**config.mk**
```make
export PLATFORM = sky130hd
export DESIGN_NAME = drive_arbiter
export DESIGN_NICKNAME = d
export VERILOG_FILES = /design/src/rtl/drive_arbiter.sv
export SDC_FILE = /design/constraint.sdc
export NUM_CORES = 1
export LEC_CHECK = 0
export ABC_AREA = 1
export CORE_MARGIN = 2
export CORE_UTILIZATION = 30
export CTS_BUF_LIST = sky130_fd_sc_hd__clkbuf_4 sky130_fd_sc_hd__clkbuf_8
export CTS_CLUSTER_SIZE = 16
export DETAILED_ROUTE_END_ITERATION = 16
export GPL_ROUTABILITY_DRIVEN = 0
export PLACE_DENSITY = 0.65
export REMOVE_ABC_BUFFERS = 1
export SYNTH_ARGS = -nofsm -noshare
export SYNTH_HDL_FRONTEND = slang
export SYNTH_SLANG_ARGS = --single-unit
```
**constraint.sdc**
```tcl
create_clock -name sys_clk -period 3.2 [get_ports sys_clk]
set_input_delay 0.8 -clock sys_clk [delete_from_list [all_inputs] [get_ports sys_clk]]
set_output_delay 0.8 -clock sys_clk [all_outputs]
set_load 0.005 [all_outputs]
```
**src/rtl/drive_arbiter.sv**
```systemverilog
// Arbitrates the shared vehicle command register between the manual, semi-auto and
// auto controllers, enforcing a stop window on power-up and mode changes, and feeds frames to the UART.
module drive_arbiter #(
    parameter int         STOP_CYCLES = 16,
    parameter logic [3:0] FRAME_TAG   = 4'b1000
) (
    input  logic       sys_clk,
    input  logic       rst,
    input  logic       power,
    input  logic [1:0] global_state,
    input  logic [1:0] man_state,
    input  logic [3:0] man_moving,
    input  logic [1:0] semi_state,
    input  logic [3:0] semi_moving,
    input  logic [1:0] auto_state,
    input  logic [3:0] auto_moving,
    output logic [1:0] state,
    output logic [3:0] moving_state,
    output logic [1:0] owner,
    output logic       switching,
    output logic [7:0] tx_data,
    output logic       tx_valid,
    input  logic       tx_ready
);

    // state | meaning
    // OFF   | engine unpowered, command forced to zero
    // STOP  | stop window after power-up or mode change, command zero
    // RUN   | command follows the controller selected by owner
    typedef enum logic [1:0] {OFF, STOP, RUN} fsm_t;

    localparam int            CW     = $clog2(STOP_CYCLES);
    localparam logic [CW-1:0] RELOAD = CW'(STOP_CYCLES - 1);

    fsm_t          fsm;
    logic [CW-1:0] cnt;
    logic [3:0]    last_sent;
    logic [1:0]    src_state;
    logic [3:0]    src_moving;

    // Reserved owner 2'b11 selects nothing, so the command stays zero.
    always_comb begin
        src_state  = 2'b00;
        src_moving = 4'b0000;
        case (owner)
            2'b00:   begin src_state = man_state;  src_moving = man_moving;  end
            2'b10:   begin src_state = semi_state; src_moving = semi_moving; end
            2'b01:   begin src_state = auto_state; src_moving = auto_moving; end
            default: begin src_state = 2'b00;      src_moving = 4'b0000;     end
        endcase
    end

    always_ff @(posedge sys_clk) begin
        if (rst) begin
            fsm          <= OFF;
            state        <= 2'b00;
            moving_state <= 4'b0000;
            owner        <= 2'b00;
            switching    <= 1'b0;
            cnt          <= '0;
        end else begin
            case (fsm)
                OFF: begin
                    state        <= 2'b00;
                    moving_state <= 4'b0000;
                    switching    <= 1'b0;
                    if (power) begin
                        fsm       <= STOP;
                        owner     <= global_state;
                        cnt       <= RELOAD;
                        switching <= 1'b1;
                    end
                end
                STOP: begin
                    state        <= 2'b00;
                    moving_state <= 4'b0000;
                    if (!power) begin
                        fsm       <= OFF;
                        switching <= 1'b0;
                    end else if (global_state != owner) begin
                        owner <= global_state;
                        cnt   <= RELOAD;
                    end else if (cnt == '0 && owner != 2'b11) begin
                        fsm       <= RUN;
                        switching <= 1'b0;
                    end else if (cnt != '0) begin
                        cnt <= cnt - 1'b1;
                    end
                end
                RUN: begin
                    if (!power) begin
                        fsm          <= OFF;
                        state        <= 2'b00;
                        moving_state <= 4'b0000;
                    end else if (global_state != owner) begin
                        fsm          <= STOP;
                        owner        <= global_state;
                        cnt          <= RELOAD;
                        switching    <= 1'b1;
                        state        <= 2'b00;
                        moving_state <= 4'b0000;
                    end else begin
                        state        <= src_state;
                        moving_state <= src_moving;
                    end
                end
                default: fsm <= OFF;
            endcase
        end
    end

    // A pending frame is never withdrawn; updates during it coalesce into the next compare.
    always_ff @(posedge sys_clk) begin
        if (rst) begin
            tx_valid  <= 1'b0;
            tx_data   <= {FRAME_TAG, 4'b0000};
            last_sent <= 4'b0000;
        end else if (tx_valid && tx_ready) begin
            tx_valid  <= 1'b0;
            last_sent <= tx_data[3:0];
        end else if (!tx_valid && moving_state != last_sent) begin
            tx_valid <= 1'b1;
            tx_data  <= {FRAME_TAG, moving_state};
        end
    end

endmodule
```
==> run_results.csv <==
group,metric,value,unit
setup_path,timing.critical_path.from_type,"flip-flop",
min_path,hold_path_startpoint,"state[0]",
setup_path,crit_chain,"clkdlybuf4s50_1",
global_route,antenna_found_initial,0,
finish,seq_area,480,µm²
timing,maxSlewHeadroom,0.654,
timing,setup_tns,0,ns
setup_path,critPathRequiredTime,2.40,ns
logic_synthesis,post_synth_num_cell_types,26,
setup_path,cell_with_the_largest_stage_delay_on_the_worst_path,"clkdlybuf4s50_1",
die,core.rowCount,25,
global_route,pin_count_of_the_biggest_net_entering_global_routing,18,
logic_synthesis,synth-warning-count,0,
timing,final.hold.worst_slack,0.483,ns
placement,dpl.cell_count,329,
logic_synthesis,yosysSeqAreaShare,0.315,
finish,multi_input_area,910,µm²
global_route,grt_remaining_overflow,0,
setup_path,timing.critical_path.to_type,"output port",
clock_tree,cts_hold_repair_buffers,0,
routing,drtIter0Drc,47,
placement,pre_cts_slack,0.974,ns
setup_path,critical_path_arrival,1.27,ns
timing,post-route-period-util,0.647,
finish,finalCoreUtilization,0.418,
power,max-vdd-ir-drop,0.236,mV
placement,place_hpwl,2.68,mm
timing,setup_viol,0,
die,die_x,75.3,µm
power,total_switching_power,0.645,mW
finish,flow.area_growth_from_synthesis,32.0,%
clock_tree,cts_buffers,3,
clock_tree,ctsLongestPathBuffers,2,
finish,post_layout_nonfiller_instances,333,
die,die_h,75.3,µm
routing,remaining_drc_errors,0,
power,power.share.switching,0.416,
finish,layout.nets,298,
logic_synthesis,synth.ff_latch_count,24,
finish,final_cell_area,2010,µm²
finish,most_common_cell_after_layout_fill_and_taps_aside,"nand2_1",
power,cellPowerDensity,770,nW/µm²
finish,diodes,0,
clock_tree,cts-root-buf,"clkbuf_8",
setup_path,critPathMaxFanout,7,
timing,setup_repair_after_global_routing_missed_its_margin,"no",
placement,placedInstanceArea,1940,µm²
timing,tightest_slew,0.519,ns
clock_tree,worst_skew_pair.late_latency,0.27,ns
die,fp.coreArea,4820,µm²
clock_tree,postCtsResizedCells,0,
timing,max_freq,483,MHz
setup_path,criticalPathCategory,"flip-flop to output port",
power,seq_power_share,0.306,
global_route,grt_first_pass_wirelength,5.50,mm
min_path,min-delay-path-class,"flip-flop to flip-flop",
routing,post_drt_wl_per_cell,9.89,µm
timing,drv_slew,0,
setup_path,worst_path_buffer_plus_inverter_count,1,
timing,finalHoldViolCount,0,
finish,commonest_cells_after_routing_fill_and_taps_aside,"nand2_1, nor2_1, clkdlybuf4s50_1",
routing,drt_pre_antenna_iters,4,
finish,layout-drive-gt1-share,0.105,
routing,postRouteWirelength,3.29,mm
setup_path,timing.critical_path.from,"owner[0]",
placement,count_of_port_buffers_added_during_placement,37,
setup_path,r2r_start,"fsm[1]",
timing,clk_skew,0.000960,ns
power,totalPowerFinal,1.55,mW
setup_path,critPathTopFamily,"buffers and inverters",
clock_tree,cts.sinks,24,
power,p_int,0.905,mW
die,die_area,5670,µm²
finish,filler_cell_count,530,
timing,layout_setup_ws,1.13,ns
run,maxCapViolations,0,
global_route,grt_use_total,0.123,
die,top_level_ports,42,
logic_synthesis,netlist_area_pre_place,1530,µm²
clock_tree,h_tree_depth,1,
logic_synthesis,average_footprint_of_a_synthesized_cell,6.63,µm²
global_route,first_global_vias,1250,
power,power.static_leakage,0.919,nW
logic_synthesis,cell_count_after_synthesis,230,
setup_path,cpPeakStageDelay,0.55,ns
power,clock_power_share,0.172,
power,combPwrFrac,0.522,
timing,final.min_clock_period,2.07,ns
routing,final_antenna_net_count,0,
clock_tree,clock_tree_from_tritoncts,"built",
die,floorplan.initialDensity,0.317,
outcome,status,"finished clean",
routing,vias_per_cell,4.31,
routing,num_vias,1434,
clock_tree,clk_slew_on_worst_s_h_paths,0.09,ns
clock_tree,cts_setup_buffers,0,
[area by class of cell]
| cell class | instances | area share |
|---|---|---|
| multi-input cells | 175 | 0.452 |
| flip-flops and latches | 24 | 0.239 |
| repair buffers | 37 | 0.184 |
| inverters | 26 | 0.0485 |
| well taps | 67 | 0.0416 |
| clock buffers | 3 | 0.0205 |
| clock inverters | 1 | 0.0149 |
[power by group through the flow]
stage | Clock (mW) | Combinational (mW) | Sequential (mW)
2_1_floorplan | 0 | 0.576 | 0.469
3_3_place_gp | 0 | 0.800 | 0.480
3_5_place_dp | 0 | 0.812 | 0.479
4_1_cts | 0.274 | 0.815 | 0.476
5_1_grt | 0.287 | 0.921 | 0.489
6_report | 0.267 | 0.809 | 0.474
[cells in the mapped netlist, drive strengths merged]
master	n	area share
xnor2	1	0.0057
inv	26	0.064
dfxtp	24	0.32
nor3	1	0.0033
o211ai	2	0.013
o21ai	11	0.036
xor2	5	0.029
conb	2	0.0049
nand4	1	0.0041
ha	7	0.057
nor2	44	0.13
buf	7	0.030
nand2	67	0.18
nand3	22	0.090
a21oi	10	0.035
[kinds of logic after synthesis]
| group | Yosys count | share of synthesized area |
|---|---|---|
| compound gates | 23 | 0.0845 |
| fa+ha+maj | 7 | 0.0574 |
| buf+inv | 33 | 0.0935 |
| simple gates | 135 | 0.410 |
| other cells | 2 | 0.00492 |
| flops | 24 | 0.315 |
| xor+xnor | 6 | 0.0345 |
[registers in the layout, indices dropped and copies added (netlist names)]
| register | count |
|---|---|
| cnt | 4 |
| last_sent | 4 |
| moving_state | 4 |
| tx_data | 4 |
| fsm | 2 |
| owner | 2 |
| state | 2 |
| switching | 1 |
| tx_valid | 1 |
[routing by layer]
layer | wire, µm | vias to the layer above | part of all wire | track usage
met5 | 0 | - | 0 | 0
li1 | - | 783 | - | -
met2 | 1540 | 34 | 0.47 | 0.209
met3 | 124 | 4 | 0.038 | 0.0198
met1 | 1590 | 613 | 0.48 | 0.162
met4 | 42 | 0 | 0.013 | 0.0351
[path summary, 6_finish.rpt]
kind	to	slack (ns)	cells past startpoint
hold reg to reg	state[0]	0.48	2
setup / recovery	owner[0]	1.13	1
hold / removal	state[0]	0.48	2
setup reg to reg	cnt[3]	1.65	10
Note: power is estimated with default switching activity, not from simulation.
